<file path="config.mk">
export PLATFORM = sky130hd
export DESIGN_NAME = avalon_master
export DESIGN_NICKNAME = d
export VERILOG_FILES = /design/src/rtl/avalon_master.sv
export SDC_FILE = /design/constraint.sdc
export NUM_CORES = 1
export LEC_CHECK = 0
export CAP_MARGIN = 40
export CORE_ASPECT_RATIO = 1.1
export CORE_UTILIZATION = 49
export CTS_BUF_LIST = sky130_fd_sc_hd__clkbuf_16
export CTS_CLUSTER_SIZE = 14
export DETAILED_ROUTE_END_ITERATION = 6
export HOLD_SLACK_MARGIN = 0.03
export PLACE_DENSITY = 0.88
export SYNTH_ARGS = -nofsm -noshare
export SYNTH_HDL_FRONTEND = slang
export SYNTH_SLANG_ARGS = --single-unit
</file>
<file path="constraint.sdc">
create_clock -name clk -period 5.29 [get_ports clk]
set_clock_uncertainty 0.2 [all_clocks]
set_input_delay 1.587 -clock clk [delete_from_list [all_inputs] [get_ports clk]]
set_output_delay 1.587 -clock clk [all_outputs]
set_load 0.01 [all_outputs]
</file>
<file path="src/rtl/avalon_master.sv">
// ---------------------------------------------------------------------------
// avalon_master
//   Avalon-MM initiator driving the accelerator's slave port. A host-side
//   command port delivers single writes, single reads and burst writes; each
//   command is sequenced on the bus and finishes with a one-cycle done pulse
//   (plus err, and rd_valid/rd_data for reads).
//
// Ports
//   clk, n_rst           : clock (rising edge), asynchronous active-low reset
//   cmd_valid/cmd_ready  : command handshake (ready only while idle)
//   cmd_op/addr/len/wdata: command fields (op 00 wr, 01 rd, 10 burst, 11 bad)
//   wr_data/wr_valid/
//   wr_ready             : burst beat stream, beat consumed when wr_ready=1
//   rd_data/rd_valid     : registered read result, pulses with done
//   done/err             : completion pulse and failure flag
//   write/read/beginbursttransfer/burstcount/address/writedata : Avalon outs
//   readdata/waitrequest/readdatavalid/writeresponsevalid/response: Avalon ins
// ---------------------------------------------------------------------------
module avalon_master #(
  parameter int ADDR_W    = 11,
  parameter int DATA_W    = 32,
  parameter int MAX_BURST = 16,
  parameter int TIMEOUT   = 255
) (
  input  logic              clk,
  input  logic              n_rst,
  input  logic              cmd_valid,
  output logic              cmd_ready,
  input  logic [1:0]        cmd_op,
  input  logic [ADDR_W-1:0] cmd_addr,
  input  logic [9:0]        cmd_len,
  input  logic [DATA_W-1:0] cmd_wdata,
  input  logic [DATA_W-1:0] wr_data,
  input  logic              wr_valid,
  output logic              wr_ready,
  output logic [DATA_W-1:0] rd_data,
  output logic              rd_valid,
  output logic              done,
  output logic              err,
  output logic              write,
  output logic              read,
  output logic              beginbursttransfer,
  output logic [9:0]        burstcount,
  output logic [ADDR_W-1:0] address,
  output logic [DATA_W-1:0] writedata,
  input  logic [DATA_W-1:0] readdata,
  input  logic              waitrequest,
  input  logic              readdatavalid,
  input  logic              writeresponsevalid,
  input  logic [1:0]        response
);

  localparam int               CNT_W   = $clog2(TIMEOUT + 1);
  localparam logic [9:0]       LEN_MAX = 10'(MAX_BURST);
  localparam logic [CNT_W-1:0] CNT_MAX = CNT_W'(TIMEOUT);

  typedef enum logic [2:0] {
    IDLE, WR, WR_RESP, RD, RD_WAIT, BURST, BURST_RESP, FINISH
  } state_t;

  state_t              state_q, state_d;
  logic                write_q, write_d;
  logic                read_q, read_d;
  logic                bbt_q, bbt_d;
  logic [9:0]          burstcount_q, burstcount_d;
  logic [ADDR_W-1:0]   address_q, address_d;
  logic [DATA_W-1:0]   writedata_q, writedata_d;
  logic [DATA_W-1:0]   rdData_q, rdData_d;
  logic                rdValid_q, rdValid_d;
  logic                done_q, done_d;
  logic                err_q, err_d;
  logic [CNT_W-1:0]    cnt_q, cnt_d;
  logic [9:0]          beatsLeft_q, beatsLeft_d;
  logic [9:0]          fetchLeft_q, fetchLeft_d;
  logic                firstPending_q, firstPending_d;
  logic [9:0]          burstLen_q, burstLen_d;
  logic [ADDR_W-1:0]   burstAddr_q, burstAddr_d;
  logic                accepted;
  logic                wrReady;

  // State and every bus-facing output live in flops so the Avalon side is
  // glitch-free; reset drops any in-flight command without a done pulse.
  always_ff @(posedge clk or negedge n_rst) begin
    if (!n_rst) begin
      state_q        <= IDLE;
      write_q        <= 1'b0;
      read_q         <= 1'b0;
      bbt_q          <= 1'b0;
      burstcount_q   <= '0;
      address_q      <= '0;
      writedata_q    <= '0;
      rdData_q       <= '0;
      rdValid_q      <= 1'b0;
      done_q         <= 1'b0;
      err_q          <= 1'b0;
      cnt_q          <= '0;
      beatsLeft_q    <= '0;
      fetchLeft_q    <= '0;
      firstPending_q <= 1'b0;
      burstLen_q     <= '0;
      burstAddr_q    <= '0;
    end else begin
      state_q        <= state_d;
      write_q        <= write_d;
      read_q         <= read_d;
      bbt_q          <= bbt_d;
      burstcount_q   <= burstcount_d;
      address_q      <= address_d;
      writedata_q    <= writedata_d;
      rdData_q       <= rdData_d;
      rdValid_q      <= rdValid_d;
      done_q         <= done_d;
      err_q          <= err_d;
      cnt_q          <= cnt_d;
      beatsLeft_q    <= beatsLeft_d;
      fetchLeft_q    <= fetchLeft_d;
      firstPending_q <= firstPending_d;
      burstLen_q     <= burstLen_d;
      burstAddr_q    <= burstAddr_d;
    end
  end

  // During a burst, writedata_q is the one-entry holding register and write_q
  // is its full flag. fetchLeft counts beats still to pull from the stream and
  // beatsLeft counts beats still to be accepted by the slave; they differ by
  // the beat sitting in the holding register, which stops an extra beat from
  // being pulled when the last one is accepted.
  always_comb begin
    state_d        = state_q;
    write_d        = write_q;
    read_d         = read_q;
    bbt_d          = 1'b0;
    burstcount_d   = burstcount_q;
    address_d      = address_q;
    writedata_d    = writedata_q;
    rdData_d       = rdData_q;
    rdValid_d      = 1'b0;
    done_d         = 1'b0;
    err_d          = 1'b0;
    cnt_d          = cnt_q;
    beatsLeft_d    = beatsLeft_q;
    fetchLeft_d    = fetchLeft_q;
    firstPending_d = firstPending_q;
    burstLen_d     = burstLen_q;
    burstAddr_d    = burstAddr_q;

    accepted = write_q && !waitrequest;
    wrReady  = (state_q == BURST) && wr_valid && (fetchLeft_q != 10'd0) &&
               (!write_q || accepted);

    case (state_q)
      IDLE: begin
        if (cmd_valid) begin
          case (cmd_op)
            2'b00: begin
              state_d     = WR;
              write_d     = 1'b1;
              address_d   = cmd_addr;
              writedata_d = cmd_wdata;
            end
            2'b01: begin
              state_d   = RD;
              read_d    = 1'b1;
              address_d = cmd_addr;
            end
            2'b10: begin
              if (cmd_len != 10'd0 && cmd_len <= LEN_MAX) begin
                state_d        = BURST;
                beatsLeft_d    = cmd_len;
                fetchLeft_d    = cmd_len;
                firstPending_d = 1'b1;
                burstLen_d     = cmd_len;
                burstAddr_d    = cmd_addr;
              end else begin
                state_d = FINISH;
                done_d  = 1'b1;
                err_d   = 1'b1;
              end
            end
            default: begin
              state_d = FINISH;
              done_d  = 1'b1;
              err_d   = 1'b1;
            end
          endcase
        end
      end
      WR, RD: begin
        if (!waitrequest) begin
          write_d     = 1'b0;
          read_d      = 1'b0;
          address_d   = '0;
          writedata_d = '0;
          cnt_d       = '0;
          state_d     = (state_q == WR) ? WR_RESP : RD_WAIT;
        end
      end
      WR_RESP, BURST_RESP: begin
        if (writeresponsevalid) begin
          state_d = FINISH;
          done_d  = 1'b1;
          err_d   = (response != 2'b00);
        end else if (cnt_q == CNT_MAX) begin
          state_d = FINISH;
          done_d  = 1'b1;
          err_d   = 1'b1;
        end else begin
          cnt_d = cnt_q + 1'b1;
        end
      end
      RD_WAIT: begin
        if (readdatavalid) begin
          state_d   = FINISH;
          done_d    = 1'b1;
          err_d     = (response != 2'b00);
          rdData_d  = readdata;
          rdValid_d = 1'b1;
        end else if (cnt_q == CNT_MAX) begin
          state_d = FINISH;
          done_d  = 1'b1;
          err_d   = 1'b1;
        end else begin
          cnt_d = cnt_q + 1'b1;
        end
      end
      BURST: begin
        // Header fields accompany only the first beat and clear once it is
        // taken; a refill in the same cycle overrides the drop of write.
        if (accepted) begin
          beatsLeft_d  = beatsLeft_q - 10'd1;
          burstcount_d = '0;
          address_d    = '0;
          write_d      = 1'b0;
          writedata_d  = '0;
        end
        if (wrReady) begin
          write_d     = 1'b1;
          writedata_d = wr_data;
          fetchLeft_d = fetchLeft_q - 10'd1;
          if (firstPending_q) begin
            bbt_d          = 1'b1;
            burstcount_d   = burstLen_q;
            address_d      = burstAddr_q;
            firstPending_d = 1'b0;
          end
        end
        if (accepted && beatsLeft_q == 10'd1) begin
          state_d = BURST_RESP;
          cnt_d   = '0;
        end
      end
      FINISH: begin
        state_d = IDLE;
      end
      default: begin
        state_d = IDLE;
      end
    endcase
  end

  assign cmd_ready          = (state_q == IDLE);
  assign wr_ready           = wrReady;
  assign rd_data            = rdData_q;
  assign rd_valid           = rdValid_q;
  assign done               = done_q;
  assign err                = err_q;
  assign write              = write_q;
  assign read               = read_q;
  assign beginbursttransfer = bbt_q;
  assign burstcount         = burstcount_q;
  assign address            = address_q;
  assign writedata          = writedata_q;

endmodule
</file>
==> Word-level counts from Yosys, hierarchy flattened <==
Cells that the tools add are included.
{ "word_totals": {"elab_cells": 143, "reg_bits": 144, "inputBits": 128} }
{ "classes": {"n_lt_le_gt_ge": 1, "eq_ne": 24, "add_sub_neg": 3, "reduce_logical": 30, "n_mux": 68} }
{ "op_table": {"columns": ["operator", "count"], "rows": [
  ["$mux 32", 5],
  ["$pmux 32 s3", 1],
  ["$mux 10", 8],
  ["$mux 11", 6],
  ["$mux 8", 5],
  ["$pmux 10 s2", 2],
  ["$pmux 11 s3", 1],
  ["$pmux 8 s4", 1],
  ["$mux 1", 23],
  ["$mux 3", 7],
  ["$reduce_and 5->1", 4],
  ["$reduce_bool 10->1", 2],
  ["$sub 10x1->10 const B", 2],
  ["$pmux 3 s6", 1],
  ["$ne 2x2->1 const B", 7],
  ["$eq 3x3->1 const B", 4],
  ["$reduce_and 4->1", 3],
  ["$eq 10x1->1 const B", 1],
  ["$le 10x5->1 const B", 1],
  ["$ne 2x1->1 const B", 5],
  ["$pmux 1 s3", 3],
  ["$pmux 3 s3", 1],
  ["$add 8x1->8 const B", 1],
  ["$eq 8x8->1 const B", 1],
  ["18 further kinds", 31]
]} }

==> Logic depth before layout (Yosys ltp) <==
Gate-level depths: netlist of run 1.
{ "logic_depth": {"ltp_word": 6, "ltp_mapped": 11, "ltp_nobuf": 8} }

==> Worst setup path before layout of run 1 <==
OpenSTA, ideal clock, no wires.
{ "synth_timing": {"path_type": "input-to-output", "start": "input waitrequest", "end": "output wr_ready", "cell_stages": 6, "setup_slack_ns": 1.192, "n_path_buf": 2, "arrival_time_ns": 2.311, "required_time_ns": 3.503, "path_cell_list": "nand2_1 > o311a_4 > nand2_8 > inv_4 > buf_6 > buf_6"} }
{ "synth_via": {"elab_chain_cells": 4} }
{ "synth_rtl": {"columns": ["item", "line", "source"], "rows": [
  ["start: declaration", "47", "input logic waitrequest,"],
  ["$logic_not 1->1", null, null],
  ["$logic_and 1x1->1", "147", "accepted = write_q && !waitrequest;"],
  ["$logic_or 1x1->1", "149", "(!write_q || accepted);"],
  ["$logic_and 1x1->1", "148", "wrReady = (state_q == BURST) && wr_valid && (fetchLeft_q != 10'd0) &&"],
  ["end: declaration", "35", "output logic wr_ready,"]
]} }
No other way between the ends.

==> Worst setup path after layout of run 1 <==
Same ends and word-level chain as after synthesis.

==> impl_metrics.py, run 1 <==
metrics = {
    "clocking": {
        "cts_root_buffer": "clkbuf_16",
        "clk_pin_slew_ns": 0.06,
        "post_cts_buffers": 0,
        "h-tree-depth": 4,
        "cts.sinks": 144,
        "clockBufferDepth": 2,
        "ctsResizeCount": 0,
        "clk_latency_ns": 0.41,
        "numCtsBuffers": 17,
        "cts_tree": "built",
        "ctsHoldBuffers": 0,
    },
    "hold_path": {
        "whs_endpoint": "burstLen_q[3]",
        "hold_path.class": "reg2reg",
        "hold_path_depth": 2,
        "hold_start": "burstLen_q[3]",
    },
    "yosys": {
        "synth_edf_count": 0,
        "synth_fa_ha_area_share_pct": 0.737,
        "synth_compound_area_share_pct": 19.6,
        "ys_types": 62,
        "synth.net_count": 815,
        "synthFlopType": "dfrtp_1",
        "synth_top_family_by_area": "compound AO/OA/AOI/OAI gates",
        "synth_xor_area_share_pct": 0.645,
        "ys_ff_latch": 144,
        "yosysWarnings": 0,
        "async_reset_ff_share_pct": 100,
        "synthMuxAreaShare_pct": 5.47,
        "synthCells": 683,
        "synthSimpleGateAreaFrac_pct": 16.6,
        "synth_area_sq_mm": 0.00679,
        "yosysSeqAreaShare_pct": 53.1,
        "synth.avg_cell_area_sq_um": 9.94,
    },
    "cells_and_area": {
        "final_net_count": 1021,
        "syn_to_final_growth_pct": 41.8,
        "final_common_cell": "clkdlybuf4s50_1",
        "num_antenna_cells": 0,
        "drive_above_1_share_pct": 9.77,
        "mostFrequentLayoutCells": "clkdlybuf4s50_1, dfrtp_1, nand2_1",
    },
    "sta": {
        "tightest_slew_ns": 0.799,
        "rsz0062_at_grt": "false",
        "final-max-slew-violation-count": 0,
        "tns_ns": 0,
        "worst_hold_slack_ns": 0.274,
        "hold_viol": 0,
        "min_period_ns": 4.84,
        "fmax_mhz": 207,
        "setup_viol": 0,
        "max-slew-margin-rel_pct": 46.1,
        "timing.final.crit_share_pct": 91.4,
    },
    "detailed_routing": {
        "vias_per_cell": 5.61,
        "drtIter0Drc": 473,
        "drc_errors": 0,
        "routed_wl_um": 18100,
        "dr.pass1.iters": 6,
        "wire_per_inst_um": 16.7,
        "final_antenna_net_count": 0,
        "vias": 6092,
    },
    "setup_path": {
        "end_kind": "output pin",
        "r2r_end": "fetchLeft_q[1]",
        "rr_worst_depth": 9,
        "crit_required_ns": 3.50,
        "critical_path_class": "in2out",
        "critPathMaxFanout": 8,
        "r2r-start": "fetchLeft_q[0]",
        "reg2reg_setup_slack_ns": 2.23,
        "cp.arrival_ns": 3.05,
        "startpoint_type": "input port",
    },
    "power_and_ir_drop": {
        "leakage_uw": 0.00416,
        "p_per_area_mw_per_mm2": 553,
        "peakVddDrop_mv": 0.270,
    },
    "floorplanning": {
        "num_io_pins": 221,
        "dieHeight_um": 125,
        "rows": 44,
        "coreArea_sq_mm": 0.0134,
        "die-area_sq_mm": 0.0143,
        "chipWidth_um": 114,
        "start_util_pct": 50.7,
    },
    "status": {
        "status": "finished, final reports clean",
    },
    "global_route": {
        "grt_usage_pct": 25.7,
        "grt_overflow": 0,
        "antenna_found_initial": 0,
        "grt_pass1_vias": 5839,
        "grt_pass1_wl_um": 28700,
        "grt_max_degree": 90,
    },
    "place": {
        "port-buffer-count": 220,
        "dpl.hpwl_um": 12500,
        "place_congestion": 0.862,
    },
    "flow_run": {
        "maxCapViolations": 0,
    },
}
## per-stage QoR
step           worst slack, ns  instances  util, %  power [uW]  area (sq um)
2_1_floorplan             1.19        683        -        3210          6790
3_3_place_gp             0.476       1054     68.2        4220          9120
3_5_place_dp             0.457       1054     68.2        4300          9120
4_1_cts                  0.457       1085     72.0        5360          9630
5_1_grt                  0.429       1085     72.0        5680          9630
6_report                 0.455       1085     72.0        5330          9630
## registers in the layout, summed over array words and instances, names as in the netlist, 3 cells and up
| name | flops |
|---|---|
| beatsLeft_q | 10 |
| rd_data | 32 |
| state_q | 3 |
| burstcount | 10 |
| burstAddr_q | 11 |
| address | 11 |
| burstLen_q | 10 |
| writedata | 32 |
| cnt_q | 8 |
| fetchLeft_q | 10 |
## cells in the mapped netlist, types with 5 or more instances
master     count  area share [%]
clkbuf_1      30             1.7
a31o_1         8             1.0
buf_6          5            0.83
nor2_1        74             4.1
or3_1          5            0.46
inv_1          8            0.44
o22a_1         5            0.65
o2bb2ai_1      9             1.2
nor3_1        12            0.88
and2_1        12             1.1
buf_2         10            0.74
o21ai_0        9            0.66
nand2_1       83             4.6
dfrtp_1      144              53
o22ai_1       13             1.2
a31oi_1       19             1.8
nand3_1       10            0.74
mux2_2        33             5.5
xnor2_1        5            0.65
a22oi_1       32             3.5
a21oi_1       76             5.6
and3_1        14             1.3
## where the power goes
group / internal (uW) / switching (uW)
logic: 1230 / 1200
registers: 1540 / 328
clock network: 584 / 444
## worst max path at each step
stage	from	end	slack [ns]	cells past startpoint
3_5_place_dp	waitrequest	wr_ready	0.46	6
5_1_grt	waitrequest	wr_ready	0.43	6
3_3_place_gp	waitrequest	wr_ready	0.48	6
6_report	waitrequest	wr_ready	0.45	6
4_1_cts	waitrequest	wr_ready	0.46	6
2_1_floorplan	waitrequest	wr_ready	1.19	6
## worst max-delay path: stages
cell             delay (ns)
clkdlybuf4s50_1        0.42
nand2_1                0.11
o311a_4                0.24
nand2_8                0.08
inv_4                  0.08
clkdlybuf4s50_1        0.53
## metal layers
metal  global-route usage [%]  vias up  part of all wire, %
li1                         -     2879                    -
met1                     31.1     2948                   41
met2                     44.2      234                   51
met3                     5.53       31                  6.1
met4                     10.8        0                  2.3
met5                        0        -                    0
## kinds of logic (layout without fill, tap and decap cells)
kind of cell               Yosys count  after routing
adders and majority gates            4              4
AOI/OAI and AO/OA                  201            201
muxes                               33             33
DFF                                144            144
and+or+nand+nor                    239            239
buffers and inverters               57            275
xor gates and xnor gates             5              5
## final cells by class
| class | instances | area (sq um) |
|---|---|---|
| Inverter | 9 | 36.3 |
| Clock buffer | 17 | 425 |
| Sequential cell | 144 | 3600 |
| Multi-Input combinational cell | 482 | 2940 |
| Tap cell | 184 | 230 |
| Clock inverter | 14 | 78.8 |
| Fill cell | 977 | 3750 |
| Timing Repair Buffer | 235 | 2320 |
Note: power is estimated with default switching activity, not from simulation.
==> run 2, diff against run 1 <==
- REMOVE_ABC_BUFFERS: unset -> 1
==> impl_metrics.py, run 2 (synthesis results as in run 1) <==
metrics = {
    "detailed_routing": {
        "vias": 6195,
        "wire_per_inst_um": 17.5,
        "drtIter0Drc": 426,
        "routed_wl_um": 19000,
        "dr.pass1.iters": 5,
        "drc_errors": 0,
        "vias_per_cell": 5.70,
        "final_antenna_net_count": 0,
    },
    "power_and_ir_drop": {
        "peakVddDrop_mv": 0.358,
        "pwr-share-clk_pct": 22.1,
        "p_per_area_mw_per_mm2": 570,
        "power.switching_uw": 2020,
        "swShare_pct": 36.3,
        "power_frac_seq_pct": 33.7,
        "p_int_uw": 3550,
        "combPwrFrac_pct": 44.2,
        "leakage_uw": 0.00423,
    },
    "sta": {
        "final-max-slew-violation-count": 0,
        "setup_slack_ns": 0.337,
        "min_period_ns": 4.95,
        "hold_viol": 0,
        "max-slew-margin-rel_pct": 55.4,
        "tightest_slew_ns": 0.661,
        "fmax_mhz": 202,
        "worst_hold_slack_ns": 0.273,
        "rsz0062_at_grt": "false",
        "setup_viol": 0,
        "timing.final.crit_share_pct": 93.6,
    },
    "cells_and_area": {
        "stdcell_count": 1086,
        "syn_to_final_growth_pct": 43.7,
        "post-route-util_pct": 72.9,
        "fillers": 989,
        "mostFrequentLayoutCells": "clkdlybuf4s50_1, dfrtp_1, nand2_1",
        "final_common_cell": "clkdlybuf4s50_1",
        "final_net_count": 1022,
        "drive_above_1_share_pct": 9.98,
        "num_antenna_cells": 0,
    },
    "setup_path": {
        "end_kind": "output pin",
        "critical_path_class": "in2out",
        "crit_required_ns": 3.50,
        "critPathMaxFanout": 8,
        "startpoint_type": "input port",
        "cp.arrival_ns": 3.17,
    },
    "global_route": {
        "grt_pass1_wl_um": 30500,
        "grt_pass1_vias": 6150,
        "antenna_found_initial": 0,
        "grt_max_degree": 77,
        "grt_overflow": 0,
        "grt_usage_pct": 27.1,
    },
    "clocking": {
        "cts_tree": "built",
        "cts.sinks": 144,
        "ctsHoldBuffers": 0,
        "clk_latency_ns": 0.42,
        "ctsResizeCount": 0,
        "post_cts_buffers": 0,
        "clockBufferDepth": 2,
        "numCtsBuffers": 17,
        "cts_root_buffer": "clkbuf_16",
        "clk_pin_slew_ns": 0.06,
        "h-tree-depth": 4,
    },
    "floorplanning": {
        "dieHeight_um": 125,
        "start_util_pct": 50.7,
        "rows": 44,
        "die-area_sq_mm": 0.0143,
        "chipWidth_um": 114,
        "coreArea_sq_mm": 0.0134,
        "num_io_pins": 221,
    },
    "hold_path": {
        "hold_path.class": "reg2reg",
    },
    "flow_run": {
        "maxCapViolations": 0,
    },
    "place": {
        "dp_slack_ns": 0.343,
        "port-buffer-count": 220,
        "place_congestion": 0.828,
        "dp.cells": 1055,
        "dpl.hpwl_um": 12800,
    },
    "status": {
        "status": "finished, final reports clean",
    },
}
[run 2: changes by cell type in the layout (fill, tap and decap cells not counted), sizes merged]
cell	delta
clkinvlp	-5
clkinv	+3
inv	-2
bufinv	+4
buf	+1
[run 2: layout make-up]
cell class                      count  area, sq um  area share [%]
Sequential cell                   144         3600            36.9
Multi-Input combinational cell    482         2940            30.1
Timing Repair Buffer              236         2350            24.1
Clock buffer                       17          425            4.36
Tap cell                          184          230            2.36
Clock inverter                     14          175            1.80
Inverter                            9         36.3           0.372
[run 2: worst max-delay path, cell delays in order]
cell             delay (ns)
clkdlybuf4s50_1        0.51
nand2_1                0.15
o311a_4                0.24
nand2_8                0.08
inv_4                  0.07
clkdlybuf4s50_1        0.52
[run 2: routing by layer]
| layer | part of all wire (%) | track usage [%] |
|---|---|---|
| met4 | 3.1 | 13.9 |
| met1 | 38 | 31.7 |
| met2 | 52 | 47.1 |
| met5 | 0 | 0 |
| met3 | 7.1 | 4.99 |
[run 2: final timing paths]
| check | startpoint | slack, ns | cells past startpoint | to |
|---|---|---|---|---|
| worst min register to register | burstLen_q[3] | 0.27 | 2 | burstLen_q[3] |
| worst min-delay path | burstLen_q[3] | 0.27 | 2 | burstLen_q[3] |
| worst max register to register | fetchLeft_q[0] | 2.24 | 9 | fetchLeft_q[1] |
| max in group asynchronous | n_rst | 3.05 | 3 | writedata[18] |
| worst max-delay path | waitrequest | 0.34 | 6 | wr_ready |
| min in group asynchronous | n_rst | 0.86 | 1 | burstAddr_q[9] |
[run 2: power by group through the flow]
stage | combinational (uW) | sequential [uW] | clock, uW
2_1_floorplan | 1190 | 1980 | 0
3_3_place_gp | 2360 | 1860 | 0
3_5_place_dp | 2440 | 1880 | 0
4_1_cts | 2470 | 1870 | 1250
5_1_grt | 2690 | 1930 | 1290
6_report | 2460 | 1870 | 1230
[run 2: through the flow]
step           area [sq um]  power (uW)  setup TNS (ns)
6_report               9760        5560               0
5_1_grt                9760        5910               0
4_1_cts                9760        5590               0
3_5_place_dp           9160        4320               0
3_3_place_gp           9110        4220               0
2_1_floorplan          6560        3170          -32.98
==> run 3, diff against run 2 <==
- DONT_BUFFER_PORTS: unset -> 1
- PLACE_DENSITY: 0.88 -> 0.68
==> impl_metrics.py, run 3 (synthesis results as in run 1) <==
metrics = {
    "status": {
        "status": "finished, final reports clean",
    },
    "setup_path": {
        "reg2reg_setup_slack_ns": 2.10,
        "path_cells": "inv_1 > ha_1 > or3b_1 > o311a_4 > nand2_8 > inv_4",
        "critPathMaxFanout": 23,
        "slowest_delay_ns": 0.55,
        "critical_path_class": "reg2out",
        "r2r_end": "fetchLeft_q[1]",
        "crit_required_ns": 3.50,
        "cpMaxStageDelayCell": "o311a_4",
        "startpoint_type": "register",
        "r2r-start": "fetchLeft_q[0]",
        "rr_worst_depth": 9,
        "cp.arrival_ns": 2.35,
        "end_kind": "output pin",
    },
    "cells_and_area": {
        "drive_above_1_share_pct": 13.1,
        "syn_to_final_growth_pct": 10.3,
        "mostFrequentLayoutCells": "dfrtp_1, nand2_1, a21oi_1",
        "final_common_cell": "dfrtp_1",
        "num_antenna_cells": 0,
        "final_net_count": 798,
        "post-route-util_pct": 55.9,
        "final_area_sq_mm": 0.00748,
    },
    "place": {
        "place_area_sq_mm": 0.00691,
        "dp_slack_ns": 1.25,
        "dpl.hpwl_um": 11000,
        "place_congestion": 0.810,
        "port-buffer-count": 0,
    },
    "floorplanning": {
        "chipWidth_um": 114,
        "coreArea_sq_mm": 0.0134,
        "num_io_pins": 221,
        "rows": 44,
        "die-area_sq_mm": 0.0143,
        "dieHeight_um": 125,
        "start_util_pct": 50.7,
    },
    "global_route": {
        "antenna_found_initial": 0,
        "grt_overflow": 0,
        "grt_pass1_wl_um": 25400,
        "grt_pass1_vias": 5043,
        "grt_usage_pct": 22.7,
        "grt_max_degree": 145,
    },
    "sta": {
        "tightest_slew_ns": 0.818,
        "setup_slack_ns": 1.16,
        "rsz0062_at_grt": "false",
        "final-max-slew-violation-count": 0,
        "max-slew-margin-rel_pct": 45.0,
        "worst_hold_slack_ns": 0.269,
        "min_period_ns": 4.13,
        "fmax_mhz": 242,
        "setup_viol": 0,
        "timing.final.crit_share_pct": 78.1,
        "hold_viol": 0,
    },
    "clocking": {
        "numCtsBuffers": 17,
        "clk_latency_ns": 0.42,
        "cts.sinks": 144,
        "h-tree-depth": 4,
        "ctsResizeCount": 0,
        "cts_tree": "built",
        "cts_root_buffer": "clkbuf_16",
        "post_cts_buffers": 0,
        "clockBufferDepth": 2,
        "clk_pin_slew_ns": 0.06,
        "ctsHoldBuffers": 0,
    },
    "flow_run": {
        "maxCapViolations": 0,
    },
    "detailed_routing": {
        "drtIter0Drc": 324,
        "vias": 5159,
        "dr.pass1.iters": 5,
        "wire_per_inst_um": 18.2,
        "drc_errors": 0,
        "final_antenna_net_count": 0,
        "routed_wl_um": 15700,
        "vias_per_cell": 5.98,
    },
    "power_and_ir_drop": {
        "peakVddDrop_mv": 0.440,
        "p_per_area_mw_per_mm2": 629,
        "leakage_uw": 0.00333,
    },
    "hold_path": {
        "hold_path.class": "reg2reg",
        "hold_start": "burstLen_q[1]",
        "hold_path_depth": 2,
        "whs_endpoint": "burstLen_q[1]",
    },
}
-- run 3: cell count changes in the layout (fill, tap and decap cells not counted) --
cell / delta
buf_16: -1
buf_4: -4
buf_6: -1
buf_8: +1
bufinv_16: -2
clkdlybuf4s50_1: -219
clkinv_1: -3
clkinv_2: +1
clkinv_4: +2
clkinvlp_4: +3
-- run 3: report_power, final --
group | internal, uW | switching [uW]
Sequential | 1540 | 529
Combinational | 636 | 851
Clock | 690 | 456
Total | 2870 | 1840
-- run 3: per-layer routing --
layer	share of wire, %	track usage, %	vias up	wire length [um]
li1	-	-	2440	-
met1	41	28.4	2518	6490
met2	51	37.2	178	8010
met3	6.4	7.13	23	999
met4	1.3	7.26	0	204
met5	0	0	-	0
-- run 3: area by class of cell --
class                      count  area (sq um)
tap                          184           230
timing repair buffer          12           105
clock buffer                  17           425
sequential                   144          3600
inverter                       9          36.3
clock inverter                15           149
fill                        1158          5890
multi-input combinational    482          2940
-- run 3: stage by stage --
step,TNS (ns),std cells,power (uW)
2_1_floorplan,-32.98,635,3170
3_3_place_gp,0,829,3480
3_5_place_dp,0,831,3580
4_1_cts,0,863,4740
5_1_grt,0,863,5040
6_report,0,863,4700
-- run 3: worst max path at each step --
| stage | from | endpoint | slack [ns] |
|---|---|---|---|
| 2_1_floorplan | waitrequest | write | -1.0 |
| 3_3_place_gp | waitrequest | wr_ready | 1.27 |
| 3_5_place_dp | waitrequest | wr_ready | 1.25 |
| 4_1_cts | fetchLeft_q[0] | wr_ready | 1.14 |
| 5_1_grt | fetchLeft_q[0] | wr_ready | 1.03 |
| 6_report | fetchLeft_q[0] | wr_ready | 1.16 |
-- run 3: worst max-delay path, delay by kind of cell, from the launching register on --
kind                       cells  cell delay (ns)
adders and majority gates      1             0.19
AOI/OAI and AO/OA              1             0.55
buffers and inverters          2             0.13
and+or+nand+nor                2             0.63
DFF                            1             0.42
